<file path="src/rtl/vdc_pkg.sv">
// vdc_pkg: shared types and constants for the VDC raster timing generator.
// Phase enums, register map and control-register bit positions.
package vdc_pkg;

  typedef enum logic [1:0] {
    H_SYNC = 2'd0,
    H_WAIT = 2'd1,
    H_DISP = 2'd2,
    H_END  = 2'd3
  } h_state_t;

  typedef enum logic [1:0] {
    V_SYNC = 2'd0,
    V_WAIT = 2'd1,
    V_DISP = 2'd2,
    V_END  = 2'd3
  } v_state_t;

  localparam logic [2:0] REG_HSR = 3'd0;
  localparam logic [2:0] REG_HDR = 3'd1;
  localparam logic [2:0] REG_VSR = 3'd2;
  localparam logic [2:0] REG_VDR = 3'd3;
  localparam logic [2:0] REG_VCR = 3'd4;
  localparam logic [2:0] REG_RCR = 3'd5;
  localparam logic [2:0] REG_CR  = 3'd6;

  localparam int CR_RCR_EN = 2;
  localparam int CR_VD_EN  = 3;

endpackage

</file>
<file path="src/rtl/vdc_phase_counter.sv">
// vdc_phase_counter: generic 4-phase down-counter.
// On an advance with count 0 it steps to the next phase and loads its length.
module vdc_phase_counter #(
  parameter int               CNT_W   = 10,
  parameter logic [CNT_W-1:0] RST_CNT = '0
) (
  input  logic             clock,
  input  logic             reset_N,
  input  logic             i_adv,
  input  logic [CNT_W-1:0] i_ld_sync,
  input  logic [CNT_W-1:0] i_ld_wait,
  input  logic [CNT_W-1:0] i_ld_disp,
  input  logic [CNT_W-1:0] i_ld_end,
  output logic [1:0]       o_phase,
  output logic [CNT_W-1:0] o_cnt,
  output logic             o_wrap
);

  logic [1:0]       r_phase;
  logic [1:0]       w_phase_nx;
  logic [CNT_W-1:0] r_cnt;
  logic [CNT_W-1:0] w_cnt_nx;

  assign o_wrap  = i_adv && (r_cnt == '0);
  assign o_phase = r_phase;
  assign o_cnt   = r_cnt;

  // next phase and reload on wrap, plain decrement on other advances
  always_comb begin
    w_phase_nx = r_phase;
    w_cnt_nx   = r_cnt;
    if (o_wrap) begin
      w_phase_nx = r_phase + 2'd1;
      unique case (r_phase)
        2'd0:    w_cnt_nx = i_ld_wait;
        2'd1:    w_cnt_nx = i_ld_disp;
        2'd2:    w_cnt_nx = i_ld_end;
        default: w_cnt_nx = i_ld_sync;
      endcase
    end else if (i_adv) begin
      w_cnt_nx = r_cnt - CNT_W'(1);
    end
  end

  // phase/count state register, starts in the sync phase
  always_ff @(posedge clock or negedge reset_N) begin
    if (!reset_N) begin
      r_phase <= 2'd0;
      r_cnt   <= RST_CNT;
    end else begin
      r_phase <= w_phase_nx;
      r_cnt   <= w_cnt_nx;
    end
  end

endmodule

</file>
<file path="src/rtl/vdc_timing_gen.sv">
// vdc_timing_gen: programmable HuC6270 raster timing with shadowed
// H/V registers, raster counter, RCR compare and vblank status/IRQ.
module vdc_timing_gen
  import vdc_pkg::*;
#(
  parameter int          CHAR_CLKS   = 8,
  parameter int          CNT_W       = 10,
  parameter int          RASTER_W    = 10,
  parameter int          RASTER_BASE = 64,
  parameter int          FETCH_LEAD  = 2,
  parameter logic [15:0] RST_HSR     = 16'h0202,
  parameter logic [15:0] RST_HDR     = 16'h031F,
  parameter logic [15:0] RST_VSR     = 16'h0F02,
  parameter logic [15:0] RST_VDR     = 16'h00EF,
  parameter logic [15:0] RST_VCR     = 16'h0003
) (
  input  logic                         clock,
  input  logic                         reset_N,
  input  logic                         reg_we,
  input  logic [2:0]                   reg_addr,
  input  logic [15:0]                  reg_wdata,
  input  logic                         irq_ack,
  output logic                         HSYNC_n,
  output logic                         VSYNC_n,
  output h_state_t                     h_state,
  output v_state_t                     v_state,
  output logic [$clog2(CHAR_CLKS)-1:0] char_cycle,
  output logic [RASTER_W-1:0]          raster,
  output logic                         in_vdw,
  output logic                         bg_fetch_en,
  output logic                         line_start,
  output logic                         frame_start,
  output logic [1:0]                   status,
  output logic                         IRQ_n
);

  localparam int CCW = $clog2(CHAR_CLKS);

  logic [15:0] r_hsr_s, r_hdr_s, r_vsr_s, r_vdr_s, r_vcr_s;
  logic [15:0] r_hsr_a, r_hdr_a, r_vsr_a, r_vdr_a, r_vcr_a;
  logic [15:0] r_rcr, r_cr;
  logic [15:0] w_hsr_nx, w_hdr_nx, w_vsr_nx, w_vdr_nx, w_vcr_nx;
  logic        w_wr_hsr, w_wr_hdr, w_wr_vsr, w_wr_vdr, w_wr_vcr;
  logic        w_wr_rcr, w_wr_cr;

  logic [CCW-1:0]      r_cc;
  logic [RASTER_W-1:0] r_raster;
  logic [1:0]          r_status;
  logic                r_line_start, r_frame_start;

  logic             w_ct, w_eol;
  logic [1:0]       w_h_ph, w_v_ph;
  logic [CNT_W-1:0] w_h_cnt, w_v_cnt;
  logic             w_h_wrap, w_v_wrap;
  logic             w_h_end_in;
  logic             w_v_disp_in, w_v_end_in, w_v_sync_in;
  logic             w_rr_set, w_vd_set;
  logic [CNT_W-1:0] w_v_ld_end;
  logic             w_unused;

  assign w_wr_hsr = reg_we && (reg_addr == REG_HSR);
  assign w_wr_hdr = reg_we && (reg_addr == REG_HDR);
  assign w_wr_vsr = reg_we && (reg_addr == REG_VSR);
  assign w_wr_vdr = reg_we && (reg_addr == REG_VDR);
  assign w_wr_vcr = reg_we && (reg_addr == REG_VCR);
  assign w_wr_rcr = reg_we && (reg_addr == REG_RCR);
  assign w_wr_cr  = reg_we && (reg_addr == REG_CR);

  // a write coinciding with the copy is forwarded into the active set
  assign w_hsr_nx = w_wr_hsr ? reg_wdata : r_hsr_s;
  assign w_hdr_nx = w_wr_hdr ? reg_wdata : r_hdr_s;
  assign w_vsr_nx = w_wr_vsr ? reg_wdata : r_vsr_s;
  assign w_vdr_nx = w_wr_vdr ? reg_wdata : r_vdr_s;
  assign w_vcr_nx = w_wr_vcr ? reg_wdata : r_vcr_s;

  assign w_ct  = &r_cc;
  assign w_eol = w_h_wrap && (w_h_ph == H_END);

  assign w_h_end_in  = w_h_wrap && (w_h_ph == H_DISP);
  assign w_v_disp_in = w_v_wrap && (w_v_ph == V_WAIT);
  assign w_v_end_in  = w_v_wrap && (w_v_ph == V_DISP);
  assign w_v_sync_in = w_v_wrap && (w_v_ph == V_END);

  assign w_v_ld_end = (r_vcr_a[7:0] == 8'd0) ? '0 :
                      CNT_W'(r_vcr_a[7:0]) - CNT_W'(1);

  vdc_phase_counter #(
    .CNT_W   (CNT_W),
    .RST_CNT (CNT_W'(RST_HSR[4:0]))
  ) u_h (
    .clock     (clock),
    .reset_N   (reset_N),
    .i_adv     (w_ct),
    .i_ld_sync (CNT_W'(w_hsr_nx[4:0])),
    .i_ld_wait (CNT_W'(r_hsr_a[14:8])),
    .i_ld_disp (CNT_W'(r_hdr_a[6:0])),
    .i_ld_end  (CNT_W'(r_hdr_a[11:8])),
    .o_phase   (w_h_ph),
    .o_cnt     (w_h_cnt),
    .o_wrap    (w_h_wrap)
  );

  vdc_phase_counter #(
    .CNT_W   (CNT_W),
    .RST_CNT (CNT_W'(RST_VSR[4:0]))
  ) u_v (
    .clock     (clock),
    .reset_N   (reset_N),
    .i_adv     (w_eol),
    .i_ld_sync (CNT_W'(w_vsr_nx[4:0])),
    .i_ld_wait (CNT_W'(r_vsr_a[15:8]) + CNT_W'(1)),
    .i_ld_disp (CNT_W'(r_vdr_a[8:0])),
    .i_ld_end  (w_v_ld_end),
    .o_phase   (w_v_ph),
    .o_cnt     (w_v_cnt),
    .o_wrap    (w_v_wrap)
  );

  // shadow registers and per-line / per-frame copies into active set
  always_ff @(posedge clock or negedge reset_N) begin
    if (!reset_N) begin
      r_hsr_s <= RST_HSR;
      r_hdr_s <= RST_HDR;
      r_vsr_s <= RST_VSR;
      r_vdr_s <= RST_VDR;
      r_vcr_s <= RST_VCR;
      r_hsr_a <= RST_HSR;
      r_hdr_a <= RST_HDR;
      r_vsr_a <= RST_VSR;
      r_vdr_a <= RST_VDR;
      r_vcr_a <= RST_VCR;
      r_rcr   <= '0;
      r_cr    <= '0;
    end else begin
      r_hsr_s <= w_hsr_nx;
      r_hdr_s <= w_hdr_nx;
      r_vsr_s <= w_vsr_nx;
      r_vdr_s <= w_vdr_nx;
      r_vcr_s <= w_vcr_nx;
      if (w_wr_rcr) r_rcr <= reg_wdata;
      if (w_wr_cr)  r_cr  <= reg_wdata;
      if (w_eol) begin
        r_hsr_a <= w_hsr_nx;
        r_hdr_a <= w_hdr_nx;
      end
      if (w_v_sync_in) begin
        r_vsr_a <= w_vsr_nx;
        r_vdr_a <= w_vdr_nx;
        r_vcr_a <= w_vcr_nx;
      end
    end
  end

  assign w_rr_set = w_h_end_in && r_cr[CR_RCR_EN] &&
                    (r_raster == r_rcr[RASTER_W-1:0]);
  assign w_vd_set = w_v_end_in && r_cr[CR_VD_EN];

  // character phase, raster count, status bits and line/frame pulses
  always_ff @(posedge clock or negedge reset_N) begin
    if (!reset_N) begin
      r_cc          <= '0;
      r_raster      <= '0;
      r_status      <= 2'b00;
      r_line_start  <= 1'b0;
      r_frame_start <= 1'b0;
    end else begin
      r_cc <= r_cc + CCW'(1);
      if (w_v_disp_in)
        r_raster <= RASTER_W'(RASTER_BASE);
      else if (w_eol)
        r_raster <= r_raster + RASTER_W'(1);
      r_status <= (irq_ack ? 2'b00 : r_status) | {w_vd_set, w_rr_set};
      r_line_start  <= w_eol;
      r_frame_start <= w_v_sync_in;
    end
  end

  assign h_state     = h_state_t'(w_h_ph);
  assign v_state     = v_state_t'(w_v_ph);
  assign HSYNC_n     = (w_h_ph != H_SYNC);
  assign VSYNC_n     = (w_v_ph != V_SYNC);
  assign char_cycle  = r_cc;
  assign raster      = r_raster;
  assign in_vdw      = (w_h_ph == H_DISP) && (w_v_ph == V_DISP);
  assign bg_fetch_en = ((w_h_ph == H_DISP) ||
                        ((w_h_ph == H_WAIT) &&
                         (w_h_cnt < CNT_W'(FETCH_LEAD)))) &&
                       (w_v_ph == V_DISP);
  assign line_start  = r_line_start;
  assign frame_start = r_frame_start;
  assign status      = r_status;
  assign IRQ_n       = ~|(r_status & {r_cr[CR_VD_EN], r_cr[CR_RCR_EN]});

  assign w_unused = ^{r_hsr_a, r_hdr_a, r_vsr_a, r_vdr_a, r_vcr_a,
                      r_rcr, r_cr, w_v_cnt};

endmodule

</file>
<file path="config.mk">
export PLATFORM = sky130hd
export DESIGN_NAME = vdc_timing_gen
export DESIGN_NICKNAME = d
export VERILOG_FILES = /design/src/rtl/vdc_pkg.sv /design/src/rtl/vdc_phase_counter.sv /design/src/rtl/vdc_timing_gen.sv
export SDC_FILE = /design/constraint.sdc
export NUM_CORES = 1
export LEC_CHECK = 0
export CAP_MARGIN = 20
export CORE_MARGIN = 2
export CORE_UTILIZATION = 55
export CTS_BUF_LIST = sky130_fd_sc_hd__clkbuf_16
export CTS_CLUSTER_SIZE = 28
export DETAILED_ROUTE_END_ITERATION = 16
export GPL_TIMING_DRIVEN = 1
export PLACE_DENSITY = 0.75
export SLEW_MARGIN = 20
export SYNTH_ARGS = -nofsm -noshare
export SYNTH_HDL_FRONTEND = slang
export SYNTH_SLANG_ARGS = --single-unit
</file>
<file path="constraint.sdc">
create_clock -name clock -period 3.7 [get_ports clock]
set_input_delay 0.74 -clock clock [delete_from_list [all_inputs] [get_ports clock]]
set_output_delay 0.74 -clock clock [all_outputs]
set_load 0.03 [all_outputs]
</file>
# [After elaboration in Yosys (flattened, before gate mapping)]
# Index checks and enable logic that the tools add are counted.
[op_classes] n_reduce_logical=35 addsub=8 bitwise_logic=2 n_lt_le_gt_ge=1 n_eq_ne=13 mux=15
[ops] operator="two-way mux 16 bit" count=5
[ops] operator="two-way mux 10 bit" count=7
[ops] operator="one-hot mux 10 bit (3 select lines)" count=1
[ops] operator="one-hot mux 7 bit (3 select lines)" count=1
[ops] operator="logical AND 1 bit" count=20
[ops] operator="logical NOT 10 bit" count=2
[ops] operator="subtractor 10 x 1 -> 10 bit (second input constant)" count=2
[ops] operator="adder 10 x 1 -> 10 bit (second input constant)" count=1
[ops] operator="equality test 10 bit" count=1
[ops] operator="< comparator 10 x 2 -> 1 bit (second input constant)" count=1
[ops] operator="nonzero test 2 bit" count=5
[ops] operator="adder 8 x 1 -> 9 bit (second input constant)" count=1
[ops] operator="equality test 3 bit (second input constant)" count=3
[ops] operator="subtractor 8 x 1 -> 9 bit (second input constant)" count=1
[ops] operator="equality test 2 bit (second input constant)" count=4
[ops] operator="logical NOT 8 bit" count=1
[ops] operator="equality test 3 x 2 -> 1 bit (second input constant)" count=2
[ops] operator="adder 2 x 1 -> 2 bit (second input constant)" count=2
[ops] operator="equality test 2 x 1 -> 1 bit (second input constant)" count=2
[ops] operator="logical NOT 2 bit" count=2
[ops] operator="adder 3 x 1 -> 3 bit (second input constant)" count=1
[ops] operator="equality test 3 x 1 -> 1 bit (second input constant)" count=1
[ops] operator="logical NOT 3 bit" count=1
[ops] operator="AND reduction 3 bit" count=1
[ops] operator="other kinds (6)" count=6
[totals] word_cells=95 input_bits=23 out_inout_bits=26 regBits=195

# [Depth between registers and ports, before layout]
[logic_depth] word_depth=7 ltp_mapped=10 depth_no_buf=8

# [By module]
# From an unflattened synthesis, not the netlist that was laid out.
[hier_totals] hier_cells=600 hier_area_um2=7350.8
[by_module_without_submodules] mod="vdc_timing_gen" seq_area_each_um2=3183.1 area_each_um2=5398.9 n_inst=1 cells_per_inst=372
[by_module_without_submodules] mod="vdc_phase_counter" seq_area_each_um2=301.5 area_each_um2=975.9 n_inst=2 cells_per_inst=114

# [Least setup slack after synthesis]
# No wires, ideal clock.
[synth_path] path_type="flip-flop to flip-flop" start="register r_cc[0], in the netlist char_cycle[0]" end="register u_v.r_cnt[9], in the netlist u_v.o_cnt[9]" setup_ps=125 n_path_buf=2 synth_period_minus_slack_ps=2537 required_ps=3575 setup_slack_ps=1163 stages_incl_launch_ff=10 t_arrival_ps=2412 cell_sequence="dfrtp_1 -> ha_1 -> ha_1 -> clkbuf_1 -> nand2b_1 -> or2_2 -> buf_2 -> or3_1 -> nor2_1 -> mux2_2"
[synth_between] elab_chain_cells=5 elab_cells_between_ends=6 classes_between="mux: 1; reduce/logical: 5"
[synth_lines] element="start, declared" line="vdc_timing_gen.sv:46" text="logic [CCW-1:0] r_cc;"
[synth_lines] element="start signal, assigned" line="vdc_timing_gen.sv:167" text="r_cc <= r_cc + CCW'(1);"
[synth_lines] element="AND reduction 3 bit (*)" line="vdc_timing_gen.sv:76" text="assign w_ct = &r_cc;"
[synth_lines] element="logical AND 1 bit (*)" line="vdc_phase_counter.sv:24" text="assign o_wrap = i_adv && (r_cnt == '0);"
[synth_lines] element="logical AND 1 bit (*)" line="vdc_timing_gen.sv:77" text="assign w_eol = w_h_wrap && (w_h_ph == H_END);"
[synth_lines] element="logical AND 1 bit" line="vdc_phase_counter.sv:24"
[synth_lines] element="two-way mux 10 bit / nonzero test 2 bit (equally long branches)"
[synth_lines] element="end signal, assigned" line="vdc_phase_counter.sv:52" text="r_cnt <= w_cnt_nx;"
[synth_lines] element="end, declared" line="vdc_phase_counter.sv:21" text="logic [CNT_W-1:0] r_cnt;"
# Mark *: on every way between the ends. The rest lies on a longest branch, timed or not.
# A chain may end at the register's enable or synchronous reset.

# [Worst setup path after layout]
[layout_path] start="register u_h.r_cnt[3], in the netlist u_h.o_cnt[3]" end="output port bg_fetch_en"
[layout_between] elab_chain_cells=4
[layout_lines] element="start, declared" line="vdc_phase_counter.sv:21"
[layout_lines] element="start signal, assigned" line="vdc_phase_counter.sv:52"
[layout_lines] element="< comparator 10 x 2 -> 1 bit" line="vdc_timing_gen.sv:187" text="(w_h_cnt < CNT_W'(FETCH_LEAD)))) &&"
[layout_lines] element="logical AND 1 bit" line="vdc_timing_gen.sv:186" text="((w_h_ph == H_WAIT) &&"
[layout_lines] element="logical OR 1 bit" line="vdc_timing_gen.sv:185" text="assign bg_fetch_en = ((w_h_ph == H_DISP) ||"
[layout_lines] element="logical AND 1 bit" line="vdc_timing_gen.sv:187"
[layout_lines] element="end, declared" line="vdc_timing_gen.sv:30" text="output logic bg_fetch_en,"
# Every way passes these cells.

==> metrics <==
Antenna Nets Post-Route 0; slew margin rel. 49.2%; initial detailed-routing violation count 384; post-CTS sizing 0; Layout Skew 0.00553 ns; grt total ovfl 0; CP Max Fanout 8; Ys Warns 0; critical path launch point type register; P&R area growth vs syn 18.1%; hold buffer count at CTS 0; Power, Total 3900 µW; Starting Density 56.1%; clock slew at reported path FFs 0.06 ns; CTS Buffer Depth 2; CTS root buf clkbuf_16; Skew-Pair Late Insertion Delay 0.41 ns; dpl cells 784; XOR/XNOR Fraction of Synth Area 3.46%; register share of total power 48.5%; Worst setup EP type output pin; status finished clean; Post-CTS Setup Inserts 0; DP Worst Slack 0.748 ns; multi-input combinational cell area 3110 µm²; worst hold-check path type input pin to asynchronous set/reset pin; worst setup margin 0.532 ns; Core Box Area 12600 µm²; Residual DRC 0; hpwl dp 11400 µm; crit path kind register to output pin; DRT Pass-1 Iters 5; peak supply drop 296 µV; Synth async-reset ratio 100%; Fin. Hold Viols 0; sequential fraction of the synthesis area 53.5%; Final TNS setup 0 ns; DIE AREA 13800 µm²; H-tree levels 4; post-route insts no fill 816; area share of the largest cell type after synthesis 36.4%; Die Y 117 µm; Static Leak 0.00359 µW; RSZ-0062 raised after global routing no; Worst Tran Pin Value 0.763 ns; Rows 41; clock share of power 43.5%; Synth area leader dfrtp_1; largest net degree at the start of global routing 89; worst path required time 2.96 ns; fill cell count 957; Port-buffer cells 48; Final setup violation count 0; gr usage total 24.9%; antenna violations before repair 0; top post-synthesis cells by area dfrtp_1 36%, mux2_2 17%, dfstp_2 17%; synthesized flop and latch total 149; vias in the first global route 4903; minimum clock period 3.17 ns; Post-synth EDFFs 0; total of max-cap violations 0; Post-Syn Area 7080 µm²; Max Slew Vio Count 0; IO Count 49; Main synth FF type dfrtp_1; Final Cycle Share 85.6%; fraction of the mapped netlist area in compound gates 8.94%; nets@finish 673; layout cells sized above 1 31.8%; gpl congestion 0.917; vias per std cell 5.94; Via Count 4850; final wirelength 16200 µm; Reg area 3790 µm²; power per cell area 466 nW/µm²; n_diodes 0; TritonCTS clock tree done; main combinational cell family by area after synthesis multiplexers; syn nets 621; Synth Area in Adders 3.36%; post-synth cell types 63; Pint 3070 µW; simple-gate share of the synthesized area 10.4%; Sw Share 21.4%; R2R Setup Slk 0.95 ns; drt wl/cell 19.9 µm; Crit path arrival time 2.43 ns; Avg Cell Area, Syn 12.2 µm²; hold_ws 0.389 ns; sw power 833 µW; FMAX 316 MHz; Cells after Synth 579; number of buffers created by CTS 17; die span in x 117 µm; multiplexer share of the synthesized area 17.3%; Sink Count 149; first-pass GRT wire length 26700 µm; Comb power frac 8.0%
## cell type report
class | count | area share, %
inverters | 25 | 1.12
well taps | 172 | 2.57
multi-input cells | 380 | 37.2
repair buffers | 58 | 6.66
flip-flops and latches | 149 | 45.3
clock buffers | 21 | 6.28
clock inverters | 11 | 0.927
## placed cells by master (no fill, tap or decap), types with 3 or more instances in the layout
cell type	netlist	layout
nand2b_1	4	4
xnor2_1	18	18
nand4_1	6	6
clkbuf_16	0	21
a211oi_1	3	3
and3_1	3	3
dfstp_2	46	46
nor2_1	23	23
mux2_2	108	108
nor4_1	7	7
nand2_1	25	25
buf_4	0	10
o21a_1	3	3
inv_1	24	27
a311oi_1	3	3
a31oi_1	3	3
clkinv_1	1	5
a222oi_1	5	5
o211ai_1	5	5
or4_1	5	5
or3_1	4	4
a21oi_1	16	16
a22oi_1	6	6
o21ai_0	23	23
xor2_1	10	10
or2_2	3	3
a221oi_1	5	5
nor3_1	15	15
clkdlybuf4s50_1	0	47
nand3_1	18	18
ha_1	19	19
dfrtp_1	103	103
o31ai_1	6	6
## flip-flops by register name, indices dropped and copies added, names as in the netlist, 9 cells and up
| register | flops |
|---|---|
| r_vdr_a | 9 |
| r_hdr_a | 11 |
| u_h.o_cnt | 10 |
| r_vdr_s | 9 |
| r_hsr_s | 12 |
| raster | 10 |
| u_v.o_cnt | 10 |
| r_vsr_s | 13 |
| r_rcr | 10 |
| r_hdr_s | 11 |
## per-stage QoR
step	cell area, µm²	util (%)
after global routing	8360	66.3
after floorplan	7080	-
after CTS	8360	66.3
after global placement	7760	61.5
after detailed placement	7760	61.5
final	8360	66.3
## worst paths after layout
path                               start            end  cells after the start
setup / recovery            u_h.o_cnt[3]    bg_fetch_en                      4
hold / removal                   reset_N     r_vcr_s[6]                      1
setup reg to reg           char_cycle[0]    r_hsr_a[13]                      8
hold reg to reg            char_cycle[0]  char_cycle[0]                      1
max in group asynchronous        reset_N     r_hdr_s[1]                      2
min in group clock         char_cycle[0]  char_cycle[0]                      1
## worst max-delay path: stages, from the launching register on
cell and delay, ns:
dfrtp_1 0.46, nor4_4 0.52, a41oi_1 0.19, nor2b_1 0.17, clkdlybuf4s50_1 0.68
## Yosys cell counts, types with 4 or more instances
master / number
buf_2: 7
dfrtp_1: 103
clkbuf_1: 15
nand2b_1: 4
mux2_2: 108
xnor2_1: 18
a21oi_1: 16
a221oi_1: 5
nor2_1: 23
a222oi_1: 5
o21ai_0: 23
nor4_1: 7
nand2_1: 25
o211ai_1: 5
xor2_1: 10
inv_1: 24
or3_1: 4
or4_1: 5
dfstp_2: 46
o31ai_1: 6
ha_1: 19
nor3_1: 15
nand4_1: 6
nand3_1: 18
a22oi_1: 6
## power groups by stage
stage               Sequential, µW  Clock [µW]  Combinational, µW
detailed placement            1920           0                315
floorplan                     1890           0                203
CTS                           1890        1720                317
finish                        1890        1700                314
global route                  1910        1810                344
global placement              1910           0                298
## metal layers
| layer | global-route usage (%) | up-vias | routed length [µm] |
|---|---|---|---|
| li1 | - | 2220 | - |
| met1 | 33.1 | 2458 | 7080 |
| met2 | 40.1 | 155 | 7950 |
| met3 | 6.93 | 17 | 941 |
| met4 | 7.38 | 0 | 235 |
| met5 | 0 | - | 0 |
## cell families after synthesis
| logic type | Yosys count |
|---|---|
| DFF | 149 |
| xor gates and xnor gates | 28 |
| adders and majority gates | 19 |
| AOI/OAI and AO/OA | 93 |
| and+or+nand+nor | 131 |
| buffers and inverters | 50 |
| muxes | 109 |
No activity file was read; power rests on OpenSTA's default activity.
==> edit 1: new RTL, same flow settings <==
Reset style: synchronous (`reset_N`), changed in 3 clocked blocks.
--- a/src/rtl/vdc_phase_counter.sv
+++ b/src/rtl/vdc_phase_counter.sv
@@ -45,3 +45,3 @@
   // phase/count state register, starts in the sync phase
-  always_ff @(posedge clock or negedge reset_N) begin
+  always_ff @(posedge clock) begin
     if (!reset_N) begin
--- a/src/rtl/vdc_timing_gen.sv
+++ b/src/rtl/vdc_timing_gen.sv
@@ -119,3 +119,3 @@
   // shadow registers and per-line / per-frame copies into active set
-  always_ff @(posedge clock or negedge reset_N) begin
+  always_ff @(posedge clock) begin
     if (!reset_N) begin
@@ -158,3 +158,3 @@
   // character phase, raster count, status bits and line/frame pulses
-  always_ff @(posedge clock or negedge reset_N) begin
+  always_ff @(posedge clock) begin
     if (!reset_N) begin
Formal check against the unedited RTL: differs if reset_N is asserted again (counterexample within 4 cycles, from zero or initial values and one cycle with reset_N low); with reset_N held inactive, the same outputs for 10 cycles.
==> edit 1 against the unedited design <==
Sequential share of layout area down 8.2 points; routed wire length up 2.6%; synthesized area fell by 3.7%; setup slack worse by 0.25 ns; sequential cell count is the same; cell count rose by 16%; first-iteration DRC count grew 24%; non-clock buffer count rose by 4; design area is 3.7% lower; critical endpoint unchanged; largest cell class is now multi-input combinational cells.
Power is not compared: it rests on default switching activity, and its combinational part moved more than twofold at a synthesized area within 25%.
==> edit 1: results <==
export IMPL_gp_congestion=0.879
export IMPL_startpoint="u_h.o_cnt[2]"
export IMPL_firstDrtPassIters=5
export IMPL_slowest_delay_ns=0.68
export IMPL_leakagePower_nw=3.33
export IMPL_status="complete, no violations"
export IMPL_synth_area_leaders="dfxtp_1 44%, mux2i_1 9.1%, nand2_1 6.4%, nor2b_1 3.6%, ha_1 3.3%"
export IMPL_dp_hpwl_um=11400
export IMPL_grt_first_pass_wirelength_um=26900
export IMPL_drive_gt1_share_pct=7.67
export IMPL_clk_pin_slew_worst_paths_ns=0.06
export IMPL_grt_pass1_vias=5211
export IMPL_synthArstFlopShare_pct=0
export IMPL_numCtsBuffers=17
export IMPL_wirelength_um=16600
export IMPL_antenna_found_initial=0
export IMPL_max_vdd_ir_drop_mv=0.383
export IMPL_grt_total_usage_pct=26.1
export IMPL_synth_warnings=0
export IMPL_r2r_start="char_cycle[0]"
export IMPL_hold_path_class="flop to flop"
export IMPL_ys_types=59
export IMPL_path_max_fanout=9
export IMPL_reg_top3="r_vsr_s x13, r_hsr_s x12"
export IMPL_swShare_pct=21.5
export IMPL_drt_initial_drc_count=475
export IMPL_port_buffers=48
export IMPL_worst_pin_slew_ns=0.801
export IMPL_layout_nets=810
export IMPL_clk_path_buf_depth=2
export IMPL_syn_nets=773
export IMPL_vias=5548
export IMPL_clock_power_mw=1.80
export IMPL_ys_top_cells_by_count="149 x dfxtp_1, 116 x nand2_1, 62 x mux2i_1"
export IMPL_clkLatencyLatePin_ns=0.43
export IMPL_crit_arrival_ns=2.68
export IMPL_clock_skew_ns=0.00768
export IMPL_grt_max_degree=72
export IMPL_ys_seq_area_share_pct=43.7
==> edit 1: changes by cell type in the layout (fill, tap and decap cells not counted), sizes merged, moves of 38 or more <==
cell   before  now
dfstp      46    0
dfrtp     103    0
mux2      108    1
nand2      25  116
nor2b       1   39
dfxtp       0  149
mux2i       1   62
==> edit 1: through the flow <==
step / total power, mW / utilization [%] / instance area, sq um / cells / setup slack [ns]
after floorplan: 1.74 / - / 6820 / 732 / 1.16
after global placement: 1.81 / 61.7 / 7440 / 918 / 0.779
after detailed placement: 1.81 / 61.7 / 7440 / 918 / 0.685
after CTS: 3.59 / 66.8 / 8050 / 950 / 0.268
after global routing: 3.67 / 66.8 / 8050 / 950 / 0.124
final: 3.57 / 66.8 / 8050 / 950 / 0.284
==> edit 1: layout make-up <==
class                      count  area [sq um]
fill                         972          4010
inverter                      21          78.8
tap                          168           210
timing repair buffer          62           583
clock inverter                15           186
sequential                   149          2980
multi-input combinational    518          3590
clock buffer                  17           425
==> edit 1: worst paths after layout <==
check / cells after the start / to / slack [ns]
min reg2reg: 1 / char_cycle[0] / 0.45
max reg2reg: 7 / r_vsr_a[11] / 0.66
min: 1 / char_cycle[0] / 0.45
max: 6 / bg_fetch_en / 0.28
==> edit 1: metal layers <==
metal  up-vias  global-route usage (%)  part of all wire (%)
li1       2669                       -                     -
met1      2649                    34.8                    45
met2       196                    41.3                    46
met3        34                    6.38                   6.4
met4         0                    9.56                   2.4
met5         -                       0                     0
==> edit 1: cell families (layout without fill, tap and decap cells) <==
logic type                 Yosys count  in the layout  share of synthesized area [%]
adders and majority gates           18             18                           3.30
DFF                                149            149                           43.7
AOI/OAI and AO/OA                  141            141                           15.4
buffers and inverters               65            115                           4.20
xor gates and xnor gates            27             27                           3.47
and+or+nand+nor                    269            269                           20.6
muxes                               63             63                           9.27
==> edit 2: new RTL, config.mk and constraints unchanged <==
Made on the original files. Set the parameter `CHAR_CLKS` to 16 (it was 8).
--- a/src/rtl/vdc_timing_gen.sv
+++ b/src/rtl/vdc_timing_gen.sv
@@ -5,3 +5,3 @@
 #(
-  parameter int          CHAR_CLKS   = 8,
+  parameter int          CHAR_CLKS   = 16,
   parameter int          CNT_W       = 10,
Interface: changed (resized char_cycle); port bits go from 49 to 50. The function was not compared with the original's and may differ.
==> edit 2 against the unedited design <==
Synthesized area rose by 1.3%; routed wire length up 2.1%; critical path depth up 1; setup slack worse by 0.16 ns; sequential cell count up 1; total power is 0.10% higher; design area rose by 0.90%; non-clock buffer count down 2; die area increased by 1.3%; largest power group unchanged.
==> edit 2: results <==
export IMPL_fillers=949
export IMPL_p_int_mw=3.05
export IMPL_path_max_fanout=6
export IMPL_grt_total_usage_pct=24.8
export IMPL_syn_inst=621
export IMPL_dp_cells=825
export IMPL_met2_usage_pct=39.6
export IMPL_clk_path_buf_depth=2
export IMPL_ctsResizeCount=0
export IMPL_crit_arrival_ns=2.59
export IMPL_synth_area_leaders="dfrtp_1 36%, dfstp_2 17%, mux2_2 11%, nand2_1 4.6%, mux2_4 4.2%"
export IMPL_post_layout_nonfiller_instances=857
export IMPL_htree_levels=4
export IMPL_clkLatencyLatePin_ns=0.42
export IMPL_ys_seq_area_share_pct=53.1
export IMPL_vias=5083
export IMPL_met3_usage_pct=6.27
export IMPL_grt_max_degree=77
export IMPL_port_buffers=49
export IMPL_clockRootBuffer="clkbuf_16"
export IMPL_synth_flop_cell="dfrtp_1"
export IMPL_critical_path_top_delay_family="simple AND/OR/NAND/NOR gates"
export IMPL_leakagePower_nw=3.70
export IMPL_gp_congestion=0.954
export IMPL_ys_top_cells_by_count="104 x dfrtp_1, 87 x nand2_1, 70 x mux2_2"
export IMPL_grt_first_pass_wirelength_um=27000
export IMPL_status="complete, no violations"
export IMPL_drt_initial_drc_count=602
export IMPL_drive_gt1_share_pct=27.0
export IMPL_crit_slowest_cell="clkdlybuf4s50_1"
export IMPL_max_vdd_ir_drop_mv=0.303
export IMPL_dp_hpwl_um=11400
export IMPL_syn_nets=662
export IMPL_area_growth_pct=17.6
export IMPL_place_ws_ns=0.746
export IMPL_worst_pin_slew_ns=0.758
export IMPL_use_met1_pct=32.6
export IMPL_place_area_sq_um=7870
export IMPL_clock_skew_ns=0.00962
export IMPL_wirelength_um=16500
export IMPL_layout_nets=713
## edit 2: power by group through the flow
stage          registers [mW]  clock network [mW]  logic [mW]
5_1_grt                  1.92                1.77       0.359
3_3_place_gp             1.92                   0       0.315
3_5_place_dp             1.93                   0       0.331
2_1_floorplan            1.91                   0       0.214
6_report                 1.90                1.67       0.331
4_1_cts                  1.90                1.69       0.332
## edit 2: cells by family after synthesis
family / Yosys count / share of synthesized area, %
buffers and inverters: 46 / 2.65
AND/OR/NAND/NOR: 203 / 14.2
multiplexers: 93 / 15.6
AO/OA/AOI/OAI: 78 / 7.25
XOR/XNOR: 33 / 4.03
flip-flops: 150 / 53.1
adder cells (fa/ha/maj): 18 / 3.14
## edit 2: final cells by class
cell class              count  area share, %
clock buffers              17           5.04
well taps                 172           2.55
clock inverters            15           1.72
multi-input cells         425           38.0
flip-flops and latches    150           45.2
repair buffers             56           6.60
inverters                  22          0.979
## edit 2: routing by layer
metal	up-vias	part of all wire, %
met2	201	48
met1	2553	43
met5	-	0
met3	33	7.1
met4	0	2.0
li1	2296	-
## edit 2: path summary, 6_finish.rpt
kind,startpoint,endpoint,slack [ns],cells past startpoint
hold reg to reg,r_hdr_a[4],r_hdr_a[4],0.46,2
min in group clock,r_hdr_a[4],r_hdr_a[4],0.46,2
hold / removal,reset_N,r_vcr_s[6],0.35,1
setup reg to reg,u_h.o_cnt[0],r_vsr_a[15],0.81,7
max in group asynchronous,reset_N,r_hdr_a[9],2.46,2
setup / recovery,u_h.o_cnt[6],bg_fetch_en,0.37,5
## edit 2: per-stage QoR
step	total power, mW	hold slack (ns)
6_report	3.90	0.347
3_5_place_dp	2.26	0.446
2_1_floorplan	2.12	0.434
4_1_cts	3.93	0.374
3_3_place_gp	2.23	0.443
5_1_grt	4.05	0.395
